File: config.mk
export PLATFORM = sky130hd
export DESIGN_NAME = rf_wr_arbiter
export DESIGN_NICKNAME = d
export VERILOG_FILES = /design/src/rtl/rf_wr_arbiter_pkg.sv /design/src/rtl/rf_wr_fifo.sv /design/src/rtl/rf_wr_arbiter.sv
export SDC_FILE = /design/constraint.sdc
export NUM_CORES = 1
export LEC_CHECK = 0
export BUFFER_PORTS_ARGS = -buffer_cell sky130_fd_sc_hd__clkbuf_2
export CORE_ASPECT_RATIO = 0.7
export CORE_UTILIZATION = 50
export CTS_CLUSTER_SIZE = 16
export DETAILED_ROUTE_END_ITERATION = 8
export HOLD_SLACK_MARGIN = 0.06
export PLACE_DENSITY_LB_ADDON = 0.15
export SLEW_MARGIN = 15
export SYNTH_ARGS = -nofsm -noshare
export SYNTH_HDL_FRONTEND = slang
export SYNTH_SLANG_ARGS = --single-unit
export TNS_END_PERCENT = 20
File: constraint.sdc
create_clock -name clk -period 5.1 [get_ports clk]
set_input_delay 0.51 -clock clk [delete_from_list [all_inputs] [get_ports clk]]
set_output_delay 0.51 -clock clk [all_outputs]
set_load 0.1 [all_outputs]
File: src/rtl/rf_wr_arbiter_pkg.sv
// Shared definitions for the register-file write-port arbiter: data width
// default, RF address width, arbiter state encodings and a one-hot helper.
`ifndef N
`define N 32
`endif

package rf_wr_arbiter_pkg;

    localparam int RF_ADDR_W = 5;

    // Arbiter state encodings
    localparam logic [1:0] ARB_IDLE  = 2'd0;
    localparam logic [1:0] ARB_PEND  = 2'd1;
    localparam logic [1:0] ARB_FORCE = 2'd2;

    // One-hot register mask for a destination register index
    function automatic logic [31:0] rd_onehot(input logic [RF_ADDR_W-1:0] rd);
        return 32'd1 << rd;
    endfunction

endpackage

File: src/rtl/rf_wr_fifo.sv
// Small synchronous FIFO holding {rd, data} for LLU results that lost
// arbitration. The head entry is read combinationally so the arbiter can
// grant it in the same cycle. The caller never pushes into a full FIFO
// unless it also pops.
module rf_wr_fifo #(
    parameter int DEPTH = 2,
    parameter int W     = 37
) (
    input  logic                     clk,
    input  logic                     rst_n,
    input  logic                     i_push,
    input  logic                     i_pop,
    input  logic [W-1:0]             i_data,
    output logic [W-1:0]             o_data,
    output logic                     o_full,
    output logic                     o_empty,
    output logic [$clog2(DEPTH):0]   o_count
);

    localparam int PW = $clog2(DEPTH);

    logic [W-1:0]  r_mem [DEPTH];
    logic [PW-1:0] r_wr_ptr;
    logic [PW-1:0] r_rd_ptr;
    logic [PW:0]   r_count;

    // Storage write; contents need no reset because r_count gates validity
    always_ff @(posedge clk) begin
        if (i_push) begin
            r_mem[r_wr_ptr] <= i_data;
        end
    end

    // Pointer and occupancy tracking; pointers wrap because DEPTH is a power of 2
    always_ff @(posedge clk or negedge rst_n) begin
        if (!rst_n) begin
            r_wr_ptr <= '0;
            r_rd_ptr <= '0;
            r_count  <= '0;
        end else begin
            if (i_push) begin
                r_wr_ptr <= r_wr_ptr + PW'(1);
            end
            if (i_pop) begin
                r_rd_ptr <= r_rd_ptr + PW'(1);
            end
            case ({i_push, i_pop})
                2'b10:   r_count <= r_count + (PW+1)'(1);
                2'b01:   r_count <= r_count - (PW+1)'(1);
                default: r_count <= r_count;
            endcase
        end
    end

    assign o_data  = r_mem[r_rd_ptr];
    assign o_full  = (r_count == (PW+1)'(DEPTH));
    assign o_empty = (r_count == '0);
    assign o_count = r_count;

endmodule

File: src/rtl/rf_wr_arbiter.sv
// Register-file write-port arbiter. The pipeline writeback always wins;
// LLU results bypass straight to the port when it is free and nothing is
// queued, otherwise they wait in rf_wr_fifo. A starvation guard raises
// o_stall_req once the queued head has lost MAX_WAIT times.
// Optional feature macro: RF_ARB_PERF_EN (conflict performance counter).
module rf_wr_arbiter
    import rf_wr_arbiter_pkg::*;
#(
    parameter int N         = `N,
    parameter int BUF_DEPTH = 2,
    parameter int MAX_WAIT  = 4
) (
    input  logic                 clk,
    input  logic                 rst_n,
    input  logic                 i_wb_wr,
    input  logic [RF_ADDR_W-1:0] i_wb_rd,
    input  logic [N-1:0]         i_wb_data,
    input  logic                 i_llu_vld,
    input  logic [RF_ADDR_W-1:0] i_llu_rd,
    input  logic [N-1:0]         i_llu_data,
    output logic                 o_llu_rdy,
    output logic                 o_rf_wr,
    output logic [RF_ADDR_W-1:0] o_rf_rd,
    output logic [N-1:0]         o_rf_data,
    output logic                 o_stall_req,
    output logic [31:0]          o_pend_mask,
    output logic [31:0]          o_conflict_cnt
);

    localparam int CW = $clog2(BUF_DEPTH) + 1;
    localparam int WW = $clog2(MAX_WAIT + 1);
    localparam logic [WW-1:0] WAIT_MAX = WW'(MAX_WAIT);

    logic                 r_rf_wr;
    logic [RF_ADDR_W-1:0] r_rf_rd;
    logic [N-1:0]         r_rf_data;
    logic                 r_stall_req;
    logic [31:0]          r_pend_mask;
    logic [1:0]           r_state;
    logic [WW-1:0]        r_wait;

    logic [RF_ADDR_W+N-1:0] w_head;
    logic [RF_ADDR_W-1:0]   w_head_rd;
    logic [N-1:0]           w_head_data;
    logic                   w_full;
    logic                   w_empty;
    logic [CW-1:0]          w_count;
    logic [CW-1:0]          w_count_next;
    logic                   w_wb_wen;
    logic                   w_llu_nz;
    logic                   w_head_grant;
    logic                   w_head_lost;
    logic                   w_bypass;
    logic                   w_push;
    logic [31:0]            w_pend_next;
    logic [WW-1:0]          w_wait_next;
    logic [1:0]             w_state_next;

    rf_wr_fifo #(
        .DEPTH (BUF_DEPTH),
        .W     (RF_ADDR_W + N)
    ) u_fifo (
        .clk     (clk),
        .rst_n   (rst_n),
        .i_push  (w_push),
        .i_pop   (w_head_grant),
        .i_data  ({i_llu_rd, i_llu_data}),
        .o_data  (w_head),
        .o_full  (w_full),
        .o_empty (w_empty),
        .o_count (w_count)
    );

    assign w_head_rd   = w_head[N +: RF_ADDR_W];
    assign w_head_data = w_head[N-1:0];

    // x0 writes are dropped at the port and never enter the queue
    assign w_wb_wen     = i_wb_wr && (i_wb_rd != '0);
    assign w_llu_nz     = (i_llu_rd != '0);
    assign w_head_grant = !i_wb_wr && !w_empty;
    assign w_head_lost  = i_wb_wr && !w_empty;
    assign w_bypass     = !i_wb_wr && w_empty && i_llu_vld;
    assign o_llu_rdy    = !w_full || w_head_grant;
    assign w_push       = i_llu_vld && o_llu_rdy && !w_bypass && w_llu_nz;
    assign w_count_next = w_count + CW'(w_push) - CW'(w_head_grant);

    // Pending-result mask: clear the granted head, then mark the new enqueue
    always_comb begin
        w_pend_next = r_pend_mask;
        if (w_head_grant) begin
            w_pend_next = w_pend_next & ~rd_onehot(w_head_rd);
        end
        if (w_push) begin
            w_pend_next = w_pend_next | rd_onehot(i_llu_rd);
        end
    end

    // Head wait counter: counts losses to the pipeline, saturating at MAX_WAIT
    always_comb begin
        w_wait_next = r_wait;
        if (w_head_grant || w_empty) begin
            w_wait_next = '0;
        end else if (w_head_lost && (r_wait != WAIT_MAX)) begin
            w_wait_next = r_wait + WW'(1);
        end
    end

    // Starvation FSM next state
    always_comb begin
        w_state_next = r_state;
        case (r_state)
            ARB_IDLE: begin
                if (w_push) begin
                    w_state_next = ARB_PEND;
                end
            end
            ARB_PEND: begin
                if (w_head_grant) begin
                    w_state_next = (w_count_next == '0) ? ARB_IDLE : ARB_PEND;
                end else if (w_wait_next == WAIT_MAX) begin
                    w_state_next = ARB_FORCE;
                end
            end
            ARB_FORCE: begin
                if (w_head_grant) begin
                    w_state_next = (w_count_next == '0) ? ARB_IDLE : ARB_PEND;
                end
            end
            default: w_state_next = ARB_IDLE;
        endcase
    end

    // Control state registers
    always_ff @(posedge clk or negedge rst_n) begin
        if (!rst_n) begin
            r_state     <= ARB_IDLE;
            r_wait      <= '0;
            r_stall_req <= 1'b0;
            r_pend_mask <= '0;
        end else begin
            r_state     <= w_state_next;
            r_wait      <= w_wait_next;
            r_stall_req <= (w_state_next == ARB_FORCE);
            r_pend_mask <= w_pend_next;
        end
    end

    // RF write port: register the winner; address/data hold when idle
    always_ff @(posedge clk or negedge rst_n) begin
        if (!rst_n) begin
            r_rf_wr   <= 1'b0;
            r_rf_rd   <= '0;
            r_rf_data <= '0;
        end else begin
            r_rf_wr <= 1'b0;
            if (i_wb_wr) begin
                if (w_wb_wen) begin
                    r_rf_wr   <= 1'b1;
                    r_rf_rd   <= i_wb_rd;
                    r_rf_data <= i_wb_data;
                end
            end else if (!w_empty) begin
                r_rf_wr   <= 1'b1;
                r_rf_rd   <= w_head_rd;
                r_rf_data <= w_head_data;
            end else if (i_llu_vld && w_llu_nz) begin
                r_rf_wr   <= 1'b1;
                r_rf_rd   <= i_llu_rd;
                r_rf_data <= i_llu_data;
            end
        end
    end

`ifdef RF_ARB_PERF_EN
    logic [31:0] r_conflict_cnt;

    // Count cycles where a real pipeline write collides with a real LLU result
    always_ff @(posedge clk or negedge rst_n) begin
        if (!rst_n) begin
            r_conflict_cnt <= '0;
        end else if (w_wb_wen && (!w_empty || (i_llu_vld && w_llu_nz))) begin
            r_conflict_cnt <= r_conflict_cnt + 32'd1;
        end
    end

    assign o_conflict_cnt = r_conflict_cnt;
`else
    assign o_conflict_cnt = '0;
`endif

    assign o_rf_wr     = r_rf_wr;
    assign o_rf_rd     = r_rf_rd;
    assign o_rf_data   = r_rf_data;
    assign o_stall_req = r_stall_req;
    assign o_pend_mask = r_pend_mask;

endmodule

==> impl_metrics.py, run 1 <==
metrics = {
    "finish": {
        "final_cell_mix": "148 x clkbuf_2, 84 x o21ai_0, 79 x dfrtp_1",
        "syn_to_final_growth_pct": 18.1,
        "nFillCells": 1189,
        "layout.nets": 785,
        "multiInputGateArea_sq_mm": 0.00272,
        "seq_area_sq_mm": 0.00423,
        "final_common_cell": "clkbuf_2",
        "drive_above_1_share_pct": 38.2,
        "diodes": 0,
    },
    "floorplanning": {
        "num_io_pins": 182,
        "fp.dieW_um": 146,
        "die-height_um": 103,
        "start_util_pct": 51.6,
        "coreArea_sq_mm": 0.0141,
        "dieArea_sq_mm": 0.0150,
        "fp-row-count": 36,
    },
    "detailed_routing": {
        "drc": 0,
        "first_pass_iters": 4,
        "top_layer_used": "met4",
        "dr_wl_met2_um": 7230,
        "wl_met1_um": 7610,
        "dr.first_iter.drc_count": 286,
        "ant_nets": 0,
        "routed-via-count": 4826,
        "drt-total-wl_um": 16300,
        "wl_per_cell_um": 18.0,
        "dr_wl_met3_um": 1230,
        "viasPerCell": 5.33,
    },
    "critical_path": {
        "critPathLaunch": "u_fifo.o_count[1]",
        "cp-start-kind": "register",
        "cp.arrival_ns": 2.95,
        "worstReg2RegEnd": "r_state[0]",
        "worstPathMaxFanout": 8,
        "worstSetupPathType": "register to register",
        "cp.required_ns": 5.43,
        "endpoint": "r_state[0]",
        "worst_setup_path_end_kind": "register",
        "r2r_cells": 10,
        "reg2reg_slack_ns": 2.49,
        "regToRegStartpoint": "u_fifo.o_count[1]",
    },
    "timing": {
        "rsz0062_at_grt": "false",
        "slew_headroom_pct": 28.7,
        "min_period_ns": 2.61,
        "finalSetupViolCount": 0,
        "setup-tns-final_ns": 0,
        "tightestPinTransition_ns": 1.07,
        "finClkSkew_ns": 0.0135,
        "finalCritPeriodShare_pct": 51.2,
        "fmax_mhz": 383,
        "hold_viol": 0,
        "drv_slew": 0,
    },
    "outcome": {
        "outcome": "complete, no violations",
    },
    "cts": {
        "cts_buffer_depth": 2,
        "cts.sinks": 154,
        "path_clk_slew_ns": 0.06,
        "cts_hold_buffers": 0,
        "cts_buffers": 17,
        "cts_resized": 0,
        "cts_max_level": 4,
        "post_cts_buffers": 0,
        "cts_tree": "yes",
        "cts.root.buffer_cell": "clkbuf_16",
        "clk_latency_ns": 0.42,
    },
    "job": {
        "max_cap_violations": 0,
    },
    "synth": {
        "synth_edf_count": 74,
        "synthArstFlopShare_pct": 51.9,
        "yosys.area.top_type": "edfxtp_1",
        "synth_warnings": 0,
        "yosysUniqueCellTypes": 49,
        "synth_ff_type": "dfrtp_1",
        "postSynthAreaPerCell_sq_um": 13.0,
        "synthCells": 557,
        "syn_area_sq_mm": 0.00725,
        "ys_ff_latch": 154,
        "yosysTopAreaCellShare_pct": 30.6,
        "ys_seq_area_share_pct": 58.2,
        "synth_area_leaders": "edfxtp_1 31%, dfrtp_1 28%, mux2_2 8.7%",
    },
    "min_path": {
        "worstHoldPathType": "input port to async pin",
    },
    "global_routing": {
        "gr-total-overflow": 0,
        "antenna_found_initial": 0,
        "grt_pass1_wl_um": 24900,
        "track_usage_pct": 22.3,
        "grt_pass1_vias": 4750,
        "grt_max_degree": 81,
    },
    "placement": {
        "port_buffers": 149,
        "dpl.hpwl_um": 11200,
        "routabilityCongestion": 0.870,
    },
}
area by class of cell:
cell class	count	area share, %
repair buffers	154	9.41
inverters	5	0.219
flip-flops and latches	154	49.3
clock buffers	22	5.42
multi-input cells	370	31.8
clock inverters	10	1.05
well taps	190	2.78
cells by family (layout without fill, tap and decap cells):
kind of cell               Yosys count  count (layout)  share of synthesized area (%)
xor gates and xnor gates             8               8                           1.28
other                                1              32                         0.0517
muxes                              116             116                           18.3
adders and majority gates            5               5                          0.863
AOI/OAI and AO/OA                  113             113                           8.71
and+or+nand+nor                     96              96                           6.56
DFF                                154             154                           58.2
buffers and inverters               64             191                           6.00
metrics by stage:
| step | instances | hold WS [ns] | utilization [%] | cell area, sq um | setup slack (ns) |
|---|---|---|---|---|---|
| after floorplan | 588 | 0.214 | - | 7370 | 1.98 |
| after global placement | 872 | 0.483 | 56.8 | 7980 | 2.24 |
| after detailed placement | 872 | 0.494 | 56.8 | 7980 | 2.08 |
| after CTS | 904 | 0.278 | 60.7 | 8540 | 2.50 |
| after global routing | 905 | 0.270 | 60.9 | 8560 | 2.24 |
| final | 905 | 0.281 | 60.9 | 8560 | 2.49 |
worst min-delay path by stage:
| stage | end | from | slack [ns] | cells after the start |
|---|---|---|---|---|
| after detailed placement | o_rf_data[24] | o_rf_data[24] | 0.49 | 1 |
| final | o_pend_mask[30] | rst_n | 0.28 | 1 |
| after floorplan | o_pend_mask[0] | rst_n | 0.21 | 0 |
| after CTS | u_fifo.r_mem[0][3] | i_llu_data[3] | 0.28 | 1 |
| after global placement | o_pend_mask[0] | o_pend_mask[0] | 0.48 | 1 |
| after global routing | u_fifo.r_mem[1][13] | i_llu_data[13] | 0.27 | 1 |
critical path, cell delays in order (launching register included):
cell and delay, ns:
dfrtp_1 0.56, xor2_2 0.19, o221a_4 0.26, inv_2 0.11, ha_1 0.33, inv_1 0.07
ha_1 0.20, xor3_1 0.19, o21ai_0 0.10, a221o_1 0.37, a31oi_1 0.15
synthesized netlist by cell type, types with 3 or more instances:
library cell  number
dfrtp_1           80
nor2_1             7
buf_6              3
nand4_1            9
o31ai_1            8
o21ai_1            8
mux2i_1           41
ha_1               5
clkbuf_1           8
a21oi_1            3
buf_2             10
nand4b_1           4
mux2_4            19
inv_1              4
xnor2_1            4
edfxtp_1          74
mux2_2            56
nand2_1           57
buf_4             34
nand2b_1           4
o21ai_0           84
state kept, by name, indices dropped and copies added, names as in the netlist:
| signal | cells |
|---|---|
| o_rf_data | 32 |
| u_fifo.o_count | 2 |
| o_stall_req | 1 |
| o_rf_wr | 1 |
| o_pend_mask | 32 |
| o_rf_rd | 5 |
| u_fifo.r_rd_ptr | 1 |
| u_fifo.r_mem | 74 |
| u_fifo.r_wr_ptr | 1 |
| r_state | 2 |
| r_wait | 3 |
layer usage:
layer	GRT usage, %	vias to the layer above
li1	-	2265
met1	30.4	2353
met2	33.9	186
met3	7.65	22
met4	7.37	0
met5	0	-
Power of run 1 is not shown: default switching activity piles up to over one toggle a cycle in this logic, so the estimate is an artifact.
==> run 2, diff against run 1 <==
--- a/config.mk
+++ b/config.mk
@@ -7,7 +7,7 @@
 export LEC_CHECK = 0
 export BUFFER_PORTS_ARGS = -buffer_cell sky130_fd_sc_hd__clkbuf_2
 export CORE_ASPECT_RATIO = 0.7
-export CORE_UTILIZATION = 50
+export CORE_UTILIZATION = 48
 export CTS_CLUSTER_SIZE = 16
 export DETAILED_ROUTE_END_ITERATION = 8
 export HOLD_SLACK_MARGIN = 0.06
==> constraint.sdc (replaced) <==
create_clock -name clk -period 2.29 [get_ports clk]
set_input_delay 0.229 -clock clk [delete_from_list [all_inputs] [get_ports clk]]
set_output_delay 0.229 -clock clk [all_outputs]
set_load 0.1 [all_outputs]
==> run 2 against run 1 <==
- die area rose by 4.1%
- non-clock buffer count grew 56
- first-iteration DRC count decreased by 1.4%
==> impl_metrics.py, run 2 (synthesis gave the netlist of run 1 again) <==
metrics = {
    "outcome": {
        "outcome": "complete, no violations",
    },
    "floorplanning": {
        "fp.dieW_um": 149,
        "dieArea_sq_mm": 0.0156,
        "die-height_um": 105,
        "fp-row-count": 37,
        "num_io_pins": 182,
        "start_util_pct": 49.3,
        "coreArea_sq_mm": 0.0147,
    },
    "min_path": {
        "hold_depth": 2,
        "worstHoldPathType": "input port to register",
    },
    "placement": {
        "port_buffers": 149,
        "routabilityCongestion": 0.811,
        "dpl.hpwl_um": 11600,
        "placed_area_sq_mm": 0.00821,
    },
    "finish": {
        "seq_area_sq_mm": 0.00423,
        "nFillCells": 1168,
        "layout.nets": 841,
        "final_common_cell": "clkbuf_2",
        "drive_above_1_share_pct": 38.8,
        "final_cell_mix": "147 x clkbuf_2, 83 x o21ai_0, 79 x dfrtp_1",
        "multiInputGateArea_sq_mm": 0.00274,
        "top_register": "u_fifo.r_mem",
        "diodes": 0,
        "syn_to_final_growth_pct": 27.0,
        "finalInstanceArea_sq_mm": 0.00921,
        "largest_reg_flops": 74,
    },
    "timing": {
        "finalCritPeriodShare_pct": 94.8,
        "rsz0062_at_grt": "false",
        "tightestPinTransition_ns": 0.575,
        "fmax_mhz": 461,
        "setup-tns-final_ns": 0,
        "drv_slew": 0,
        "finalSetupViolCount": 0,
        "min_period_ns": 2.17,
        "finClkSkew_ns": 0.00787,
        "hold_ws_ns": 0.135,
        "hold_viol": 0,
        "slew_headroom_pct": 61.8,
    },
    "critical_path": {
        "worstPathMaxFanout": 2,
        "cp-start-kind": "register",
        "r2r_cells": 10,
        "worst_setup_path_end_kind": "register",
        "cp.arrival_ns": 2.50,
        "cp.required_ns": 2.62,
        "worstSetupPathType": "register to register",
    },
    "global_routing": {
        "use_met1_pct": 31.6,
        "grt_pass1_vias": 5129,
        "track_usage_pct": 22.7,
        "gr-usage-met2_pct": 34.1,
        "use_met3_pct": 6.86,
        "antenna_found_initial": 0,
        "grt_pass1_wl_um": 26700,
        "grt-busiest-layer": "met2",
        "gr-total-overflow": 0,
        "grt_max_degree": 64,
    },
    "detailed_routing": {
        "wl_per_cell_um": 17.3,
        "dr.first_iter.drc_count": 282,
        "drc": 0,
        "first_pass_iters": 4,
        "routed-via-count": 5063,
        "ant_nets": 0,
        "viasPerCell": 5.24,
        "drt-total-wl_um": 16700,
    },
    "cts": {
        "cts_max_level": 4,
        "path_clk_slew_ns": 0.06,
        "cts_buffers": 17,
        "cts_tree": "yes",
        "cts_buffer_depth": 2,
        "clk_latency_ns": 0.43,
        "cts.root.buffer_cell": "clkbuf_16",
        "cts.sinks": 154,
    },
    "job": {
        "max_cap_violations": 0,
    },
}
[run 2: repair_timing]
action / in CTS / in global routing
setup buffers: 0 / 1
endpoints found under the setup margin: 0 / 1
gates resized for setup: 0 / 4
hold buffers: 33 / 0
hold endpoints to repair: 100 / 0
[run 2: path summary, 6_finish.rpt]
kind                              startpoint                   to  slack, ns
max                        u_fifo.o_count[1]           r_state[0]       0.12
min                              i_llu_rd[4]  u_fifo.r_mem[1][36]       0.13
max reg2reg                u_fifo.o_count[1]           r_state[0]       0.12
min reg2reg                   o_pend_mask[0]       o_pend_mask[0]       0.50
max in group asynchronous              rst_n        o_rf_data[10]       1.29
min in group asynchronous              rst_n         o_rf_data[8]       0.34
[run 2: final cells by class]
cell class                      instances  area share, %
Multi-Input combinational cell        370           29.7
Inverter                                5          0.231
Sequential cell                       154           45.9
Timing Repair Buffer                  210           14.7
Clock inverter                         11           1.83
Tap cell                              195           2.65
Clock buffer                           21           5.00
[run 2: critical path, stage by stage, from the launching register on]
cell,delay (ns)
dfrtp_1,0.41
xor2_2,0.18
o221a_4,0.21
inv_4,0.04
ha_4,0.25
inv_1,0.05
ha_2,0.18
xor3_1,0.19
o21ai_1,0.08
a221o_1,0.32
a31oi_1,0.17
[run 2: layer usage]
metal  part of all wire [%]  vias up
li1                       -     2371
met1                     46     2467
met2                     45      199
met3                    7.5       26
met4                    1.4        0
met5                      0        -
[run 2: per-stage QoR]
stage / setup WS [ns] / utilization (%) / instances
floorplan: -0.0318 / - / 588
detailed placement: -0.102 / 55.8 / 899
global placement: 0.00431 / 55.8 / 899
CTS: 0.0312 / 62.3 / 964
global route: 0.000785 / 62.6 / 966
finish: 0.119 / 62.6 / 966
Power of run 2 is left out for the same reason.
==> run 3, diff against run 2 <==
--- a/config.mk
+++ b/config.mk
@@ -7,7 +7,7 @@
 export LEC_CHECK = 0
 export BUFFER_PORTS_ARGS = -buffer_cell sky130_fd_sc_hd__clkbuf_2
 export CORE_ASPECT_RATIO = 0.7
-export CORE_UTILIZATION = 48
+export CORE_UTILIZATION = 50
 export CTS_CLUSTER_SIZE = 16
 export DETAILED_ROUTE_END_ITERATION = 8
 export HOLD_SLACK_MARGIN = 0.06
==> constraint.sdc (replaced) <==
create_clock -name clk -period 2 [get_ports clk]
set_input_delay 0.2 -clock clk [delete_from_list [all_inputs] [get_ports clk]]
set_output_delay 0.2 -clock clk [all_outputs]
set_load 0.1 [all_outputs]
==> run 3 against run 2 <==
- the run now ends with negative setup slack left
- clock skew about the same
- non-clock buffer count increased by 2
- sequential share of layout area about the same
- first-iteration DRC count increased by 22%
- register-to-register slack got worse by 0.36 ns
- sequential cell count unchanged
- worst setup slack got worse by 0.36 ns
- clock-buffer cell count decreased by 3
- wire length increased by 1.7%
- die area decreased by 3.9%
- core utilization increased by 3.0 points
- final cell count decreased by 0.21%
- highest routed layer unchanged
==> impl_metrics.py, run 3 (synthesis gave the netlist of run 1 again) <==
metrics = {
    "finish": {
        "layout.nets": 844,
        "drive_above_1_share_pct": 39.1,
        "top_register": "u_fifo.r_mem",
        "finalInstanceArea_sq_mm": 0.00922,
        "final_cell_mix": "147 x clkbuf_2, 83 x o21ai_0, 79 x dfrtp_1",
        "diodes": 0,
        "final_common_cell": "clkbuf_2",
        "final_util_pct": 65.6,
        "syn_to_final_growth_pct": 27.1,
        "largest_reg_flops": 74,
    },
    "detailed_routing": {
        "first_pass_iters": 5,
        "dr.first_iter.drc_count": 343,
        "drt-total-wl_um": 17000,
        "wl_met1_um": 7690,
        "top_layer_used": "met4",
        "wl_per_cell_um": 17.6,
        "drc": 0,
        "routed-via-count": 5156,
        "viasPerCell": 5.35,
        "dr_wl_met2_um": 7790,
        "dr_wl_met3_um": 1330,
        "ant_nets": 0,
    },
    "placement": {
        "port_buffers": 149,
        "routabilityCongestion": 0.882,
        "placed_area_sq_mm": 0.00827,
        "dpl.hpwl_um": 11600,
        "post-place-ws_ns": -0.412,
    },
    "global_routing": {
        "grt_pass1_vias": 5112,
        "gr-total-overflow": 0,
        "grt_pass1_wl_um": 26600,
        "track_usage_pct": 23.6,
        "antenna_found_initial": 0,
        "grt_max_degree": 65,
    },
    "critical_path": {
        "cp_top_family": "compound AO/OA/AOI/OAI gates",
        "path_buf_inv": 2,
        "worstPathCellList": "buf_4, o21ba_2, ha_4, inv_1, ha_1, xor3_1, o21ai_1, a221o_1, a31oi_1",
        "slowest_delay_ns": 0.41,
        "worst_setup_path_end_kind": "register",
        "cp-start-kind": "register",
        "slowest_stage": "dfrtp_1",
        "worstSetupPathType": "register to register",
        "cp.required_ns": 2.33,
        "worstPathMaxFanout": 7,
        "cp.arrival_ns": 2.57,
    },
    "timing": {
        "setup_ws_ns": -0.236,
        "tightestPinTransition_ns": 0.659,
        "slew_headroom_pct": 56.0,
        "fmax_mhz": 447,
        "drv_slew": 0,
        "finClkSkew_ns": 0.00749,
        "finalSetupViolCount": 1,
        "hold_viol": 0,
        "finalCritPeriodShare_pct": 112,
        "rsz0062_at_grt": "true",
        "min_period_ns": 2.24,
    },
    "floorplanning": {
        "die-height_um": 103,
        "num_io_pins": 182,
        "fp.dieW_um": 146,
        "start_util_pct": 51.6,
        "fp-row-count": 36,
        "dieArea_sq_mm": 0.0150,
        "coreArea_sq_mm": 0.0141,
    },
    "outcome": {
        "outcome": "finished, violations left",
        "violations": "negative setup slack",
    },
    "cts": {
        "clk_latency_ns": 0.42,
        "cts_buffer_depth": 2,
        "cts.sinks": 154,
        "post_cts_buffers": 0,
        "cts_buffers": 17,
        "path_clk_slew_ns": 0.06,
        "cts.root.buffer_cell": "clkbuf_16",
        "cts_tree": "yes",
        "cts_max_level": 4,
    },
    "min_path": {
        "worstHoldPathType": "input port to register",
    },
    "job": {
        "max_cap_violations": 0,
    },
}
## run 3: cell count changes in the layout (fill, tap and decap cells not counted), sizes merged
cell	delta
buf	+2
bufinv	-1
clkbuf	-3
clkinvlp	+1
nor2	+1
inv	+3
## run 3: path summary, 6_finish.rpt
kind	from	endpoint	slack (ns)	depth (start not counted)
worst min-delay path	i_llu_rd[4]	u_fifo.r_mem[0][36]	0.11	2
max in group asynchronous	rst_n	o_rf_data[23]	1.13	3
worst min register to register	o_pend_mask[0]	o_pend_mask[0]	0.49	1
min in group asynchronous	rst_n	o_rf_data[2]	0.25	2
worst max register to register	u_fifo.o_count[1]	r_state[0]	-0.24	9
worst max-delay path	u_fifo.o_count[1]	r_state[0]	-0.24	9
## run 3: layout make-up
class                      instances  area (sq um)
multi-input combinational        371          2750
fill                            1072          4830
clock buffer                      18           439
timing repair buffer             212          1380
clock inverter                    14           169
sequential                       154          4230
tap                              190           238
inverter                           5          21.3
## run 3: timing repair
item / CTS / global route
hold endpoints to repair: 89 / 0
pin swaps: 0 / 1
endpoints found under the setup margin: 38 / 1
resized for setup: 2 / 0
cloned: 1 / 0
hold buffers: 33 / 0
## run 3: metal layers
metal,up-vias,GRT usage [%]
met4,0,8.18
met1,2544,31.4
met3,18,8.23
met5,-,0
li1,2388,-
met2,206,36.3
## run 3: worst reg2reg max path: stages (launching register included)
cell and delay (ns):
dfrtp_1 0.41, buf_4 0.18, o21ba_2 0.24, ha_4 0.27, inv_1 0.05, ha_1 0.20, xor3_1 0.20, o21ai_1 0.09
a221o_1 0.34, a31oi_1 0.17
## run 3: per-stage QoR
stage / setup TNS, ns / cells / hold WS, ns
after global placement: -8.61 / 898 / 0.142
after floorplan: -8.29 / 588 / -0.0956
after detailed placement: -10.09 / 898 / 0.154
final: -0.236 / 964 / 0.108
after global routing: -0.285 / 964 / 0.109
after CTS: -0.262 / 964 / 0.0916
Power of run 3 is left out for the same reason.
